<file path="src/rtl/shift_reg_universal.sv">
// Universal shift register: DEPTH stages of WIDTH bits with hold, shift, rotate,
// parallel load and clear, plus a saturating count of shifted-in stages.

module shift_reg_stage #(
  parameter int WIDTH = 1
) (
  input  logic             clk,
  input  logic             rst,
  input  logic             go_r,
  input  logic             go_l,
  input  logic             ld,
  input  logic             clr,
  input  logic [WIDTH-1:0] d_r,
  input  logic [WIDTH-1:0] d_l,
  input  logic [WIDTH-1:0] d_ld,
  output logic [WIDTH-1:0] q
);
  // Operation selects are mutually exclusive; the top decodes them from one mode.
  always_ff @(posedge clk) begin
    if (rst || clr)  q <= '0;
    else if (go_r)   q <= d_r;
    else if (go_l)   q <= d_l;
    else if (ld)     q <= d_ld;
  end
endmodule

module shift_reg_universal #(
  parameter  int WIDTH = 1,
  parameter  int DEPTH = 4,
  localparam int CW    = $clog2(DEPTH+1)
) (
  input  logic                   clk,
  input  logic                   rst,
  input  logic                   en,
  input  logic [2:0]             mode,
  input  logic [WIDTH-1:0]       sin_r,
  input  logic [WIDTH-1:0]       sin_l,
  input  logic [WIDTH*DEPTH-1:0] pload,
  output logic [WIDTH-1:0]       sout_r,
  output logic [WIDTH-1:0]       sout_l,
  output logic [WIDTH*DEPTH-1:0] pout,
  output logic [CW-1:0]          fill_cnt,
  output logic                   full
);
  typedef enum logic [2:0] {
    M_HOLD, M_SHR, M_SHL, M_ROR, M_ROL, M_LOAD, M_CLR, M_RSVD
  } mode_e;

  localparam logic [CW-1:0] FULL_CNT = CW'(DEPTH);

  mode_e op;
  logic  go_r, go_l, ld, clr;
  logic  [DEPTH-1:0][WIDTH-1:0] stg, ld_v;
  logic  [CW-1:0] fill;

  assign op   = mode_e'(mode);
  assign go_r = en && (op == M_SHR || op == M_ROR);
  assign go_l = en && (op == M_SHL || op == M_ROL);
  assign ld   = en && (op == M_LOAD);
  assign clr  = en && (op == M_CLR);
  assign ld_v = pload;

  // End stages pick serial input or the wrapped-around opposite end for rotates.
  for (genvar i = 0; i < DEPTH; i++) begin : g_stage
    logic [WIDTH-1:0] d_r, d_l;
    if (i == DEPTH-1) begin : g_rend
      assign d_r = (op == M_ROR) ? stg[0] : sin_r;
    end else begin : g_rmid
      assign d_r = stg[i+1];
    end
    if (i == 0) begin : g_lend
      assign d_l = (op == M_ROL) ? stg[DEPTH-1] : sin_l;
    end else begin : g_lmid
      assign d_l = stg[i-1];
    end
    shift_reg_stage #(.WIDTH(WIDTH)) u_stage (
      .clk, .rst, .go_r, .go_l, .ld, .clr,
      .d_r, .d_l, .d_ld(ld_v[i]), .q(stg[i])
    );
  end

  always_ff @(posedge clk) begin
    if (rst) fill <= '0;
    else if (en) begin
      case (op)
        M_SHR, M_SHL: if (fill != FULL_CNT) fill <= fill + 1'b1;
        M_LOAD:       fill <= FULL_CNT;
        M_CLR:        fill <= '0;
        default:      ;
      endcase
    end
  end

  assign sout_r   = stg[0];
  assign sout_l   = stg[DEPTH-1];
  assign pout     = stg;
  assign fill_cnt = fill;
  assign full     = (fill == FULL_CNT);
endmodule

</file>
<file path="config.mk">
export PLATFORM = sky130hd
export DESIGN_NAME = shift_reg_universal
export DESIGN_NICKNAME = d
export VERILOG_FILES = /design/src/rtl/shift_reg_universal.sv
export SDC_FILE = /design/constraint.sdc
export NUM_CORES = 1
export LEC_CHECK = 0
export BUFFER_PORTS_ARGS = -buffer_cell sky130_fd_sc_hd__buf_2
export CAP_MARGIN = 40
export CORE_UTILIZATION = 41
export DETAILED_ROUTE_END_ITERATION = 10
export PLACE_DENSITY = 0.71
export SLEW_MARGIN = 20
export SYNTH_ARGS = -nofsm -noshare
export SYNTH_HDL_FRONTEND = slang
export SYNTH_SLANG_ARGS = --single-unit
</file>
<file path="constraint.sdc">
create_clock -name clk -period 1.28 [get_ports clk]
set_input_delay 0.064 -clock clk [delete_from_list [all_inputs] [get_ports clk]]
set_output_delay 0.064 -clock clk [all_outputs]
set_load 0.02 [all_outputs]
</file>
---- Word-level counts from Yosys, hierarchy flattened ----
Cells that the tools add are included.
word-level totals
  memories ................................ 0
  latch bits .............................. 0
  bits in read-only memories .............. 0
  bits in registers ....................... 7
  memory bits (writable) .................. 0
  output and inout port bits .............. 10
  bits of input ports ..................... 12
  logic and storage cells ................. 42
cells by class
  multiply operators ...................... 0
  magnitude comparators ................... 0
  $add $sub $neg .......................... 1
  shift operators ......................... 0
  reductions and logical operators ........ 11
  equal/unequal tests ..................... 9
  mux-type cells .......................... 16
  divide/modulo/power cells ............... 0
  bitwise operators ....................... 0
operators by type and width
  cell                                                 count
  2-to-1 mux 1 bit                                     14
  equality test 3 bit, second input constant           4
  one-hot mux 3 bit (3 select lines)                   1
  equality test 3 x 2 -> 1 bit, second input constant  2
  nonzero test 3 bit                                   2
  logical AND 1 bit                                    4
  adder 3 x 1 -> 3 bit, second input constant          1
  equality test 3 x 1 -> 1 bit, second input constant  1
  logical OR 1 bit                                     3
  2-to-1 mux 3 bit                                     1
  != test 3 bit, second input constant                 1
  AND reduction 3 bit                                  1
  != test 2 bit, second input constant                 1
  OR reduction 2 bit                                   1

---- Depth between registers and ports, before layout ----
  depth in word-level cells ............... 5
  gate-level depth with buffers ........... 6

---- Modules after synthesis ----
A second synthesis with hierarchy kept.
second synthesis, totals
  cells, all modules ...................... 70
  area, all modules ....................... 593.1 um^2
by module, submodules not included
  module               cells an instance  seq. area each (um^2)  area an instance (um^2)  instances
  shift_reg_universal  42                 60.1                   332.8                    1
  shift_reg_stage      7                  20.0                   65.1                     4

---- Worst setup path before layout ----
Ideal clock, no wire load.
  kind .................................... register to register
  start point ............................. register fill[0] (netlist: fill_cnt[0])
  end point ............................... register fill[1] (netlist: fill_cnt[1])
  period minus slack after synthesis ...... 1.461 ns
  slack ................................... -0.181 ns
  library setup time ...................... 0.070 ns
  arrival time ............................ 1.391 ns
  cell stages (with the launch flop) ...... 7
  required time ........................... 1.210 ns
  buffers on the path ..................... 0
  cell sequence ........................... dfxtp_1 inv_1 ha_1 nand2_1 o211ai_2 or3b_1 a21oi_1
between the ends
  word-level cells in the longest chain between the ends .. 3
  elaborated cells on any way between the ends .. 6
  classes of those cells .................. 1 x add/sub; 2 x eq/ne; 2 x mux; 1 x reduce/logical
ends and longest elaborated chain
  what                                                                              line  text
  start: declaration                                                                54    logic [CW-1:0] fill;
  start signal: assignment                                                          86    M_SHR, M_SHL: if (fill != FULL_CNT) fill <= fill + 1'b1;
  adder 3 x 1 -> 3 bit / != test 3 bit (equally long branches)                      86
  2-to-1 mux 3 bit / != test 2 bit (equally long branches)                          -
  one-hot mux 3 bit (3 select lines) / AND reduction 3 bit (equally long branches)  -
Several ways; a longest one is shown, not always the timed one. The select of a mux whose other input is x is not followed.
A chain may end at the register's enable or synchronous reset.

---- Final worst setup path ----
Ends and elaborated chain as after synthesis.

==> summary.txt <==
Global routing
  • Vias in the first global route: 533
  • Initial antenna violation count: 0
  • GR Overflow Total: 0
  • Largest net degree at the start of global routing: 17
  • Global-route wire length before repair: 2240 um
  • Tot GR Track Use: 0.223

Route
  • Remaining antenna violation count: 0
  • DRC: 0
  • Vias: 622
  • DRT Pass-1 Iters: 4
  • DRT Wirelength: 1360 um
  • Routed wire per std cell: 12.3 um
  • Post-DR vias/cell: 5.60
  • Initial DRC count: 21

Timing
  • Post-Route Skew: 0.00424 ns
  • F_max: 780 MHz
  • Slew Limit Fails: 0
  • Fin. Hold Viols: 0
  • Fin crit period: 1.28 ns
  • Smallest setup slack after layout: -0.00268 ns
  • RSZ-0062 raised after global routing: yes
  • Final period utilization: 1.00
  • Setup-failing EPs final: 1
  • Relative slew slack: 0.715
  • Slew @ Worst Pin: 0.424 ns

Placed design
  • Port bufs: 21
  • Dpl cells: 105
  • Placed Area: 703 um^2
  • GPL Wtd Cong: 0.791
  • Post-DP HPWL: 998 um

Clock network
  • Num CTS Buffers: 3
  • Worst-path clk slew: 0.05 ns
  • Htree depth: 1
  • Root Buffer Master: clkbuf_4
  • CTS tree: built
  • CTS Hold Buffers Added: 0
  • Clock sinks: 7
  • Clk_lat worst skew: 0.25 ns
  • Clk buf depth: 2

Flow run
  • Number of max-cap violations: 0

Power and ir drop
  • Overall power: 0.653 mW
  • Switch share: 0.325
  • Logic pwr share: 0.318
  • Int Power: 0.441 mW
  • Worst ir drop on vdd: 572 uV
  • Net load switching power: 0.212 mW
  • Seq pwr share: 0.378
  • Clock power frac: 0.304
  • Leak: 0.349 nW
  • Pwr Density: 856 nW/um^2

Layout
  • Fin area: 762 um^2
  • Layout cell share with drive strength beyond 1: 0.438
  • Layout Nets: 111
  • Area growth, synth to finish: 34.4%
  • Number of diodes: 0
  • Fin cells: 111
  • Post-Route Utilization: 0.586

Synth
  • Ys Warns: 0
  • Post-synth top area share: 0.247
  • Commonest cells post-synth: a21oi_1 (8), nand2_1 (8), dfxtp_1 (7)
  • Top_reg_cell synth: dfxtp_1
  • Synth cell types: 31
  • Synth Area per Inst: 7.87 um^2
  • Mapped Nets: 86
  • Register bit total from synthesis: 7
  • Sequential share of the synthesized area: 0.247
  • Leading area contributor after synthesis: dfxtp_1
  • Post-Syn Area: 567 um^2
  • Syn Inst Count: 72
  • Synth area leaders: dfxtp_1 (25%), a21oi_1 (7.1%), buf_4 (5.3%)
  • Asr flop ratio synth: 0
  • Post-synth EDFFs: 0

Hold path
  • HP Class: in2reg

Outcome
  • Violated checks: negative setup slack
  • Status: finished, violations left

Floorplan
  • Die Wd: 39.2 um
  • Placeable Area: 1300 um^2
  • Row count: 13
  • Io pins: 22
  • Initial Util: 0.436
  • Die Ht: 39.2 um
  • Die area: 1540 um^2

Setup path
  • CP Max Fanout: 5
  • Startpoint types: flop
  • Worst path required time: 1.46 ns
  • Critical Path AT: 1.46 ns
  • Crit. End Element: flop
  • Setup CP Type: reg2reg
final timing paths:
kind | start | to | slack (ns) | cells after the start
worst min-delay path | rst | fill_cnt[0] | 0.06 | 2
worst min register to register | g_stage[2].u_stage.q | g_stage[2].u_stage.q | 0.49 | 2
worst max-delay path | fill_cnt[0] | fill_cnt[1] | -0.003 | 6
worst max register to register | fill_cnt[0] | fill_cnt[1] | -0.003 | 6
power by group through the flow:
stage / clock [mW] / combinational (mW) / sequential (mW)
floorplan: 0 / 0.124 / 0.259
CTS: 0.204 / 0.202 / 0.245
global placement: 0 / 0.193 / 0.249
detailed placement: 0 / 0.193 / 0.249
finish: 0.198 / 0.208 / 0.247
global route: 0.219 / 0.230 / 0.248
cells in the final DEF (no fill, tap or decap), types with 2 or more instances in the layout:
cell type  instances
a32o_1             2
o211ai_1           3
dfxtp_4            2
buf_4              9
nand2_1            7
dfxtp_1            5
mux2i_1            2
nor2_1             2
inv_2              2
o31ai_1            2
inv_1              2
a21boi_1           2
buf_2             20
a21oi_1            8
clkbuf_4           3
o21ai_0            2
xor2_1             2
cell type report:
type | instances | area, um^2
timing repair buffer | 29 | 168
inverter | 5 | 21.3
tap | 15 | 18.8
multi-input combinational | 51 | 380
sequential | 7 | 148
clock buffer | 4 | 26.3
fill | 112 | 539
state kept, by name, indices dropped and copies added (netlist names):
name and count:
fill_cnt 3, g_stage.u_stage.q 4
layer usage:
layer | vias up | wire length, um | global-route usage
met2 | 18 | 687 | 0.379
met1 | 290 | 586 | 0.247
li1 | 312 | - | -
met5 | - | 0 | 0
met3 | 2 | 76 | 0.0867
met4 | 0 | 11 | 0.0776
worst max-delay path: stages (launching register included):
cell and delay (ns):
dfxtp_4 0.37, inv_4 0.04, ha_4 0.14, nand2_2 0.07, o211ai_2 0.10, or3b_1 0.36
a21oi_1 0.13
per-stage QoR:
step	setup WS (ns)	setup TNS [ns]	hold slack [ns]
after floorplan	-0.0251	-0.0251	0.123
after global placement	0.00308	0	0.307
after detailed placement	-0.0365	-0.0365	0.316
after CTS	-0.0255	-0.0255	0.0480
after global routing	-0.0801	-0.110	0.0585
final	-0.00268	-0.00268	0.0551
timing repair:
action / in CTS / in global routing
buffers inserted: 2 / 0
pin swaps: 3 / 2
endpoints found under the setup margin: 1 / 4
resized for setup: 0 / 4
hold endpoints to repair: 0 / 0
kinds of logic (layout without fill, tap and decap cells):
kind of cell,after synthesis,after routing,synth area share
AOI/OAI and AO/OA,27,27,0.351
DFF,7,7,0.247
adders and majority gates,2,2,0.0441
muxes,2,2,0.0353
xor gates and xnor gates,3,3,0.0464
buffers and inverters,14,38,0.130
and+or+nand+nor,17,17,0.146
No activity file was read; power rests on OpenSTA's default activity.
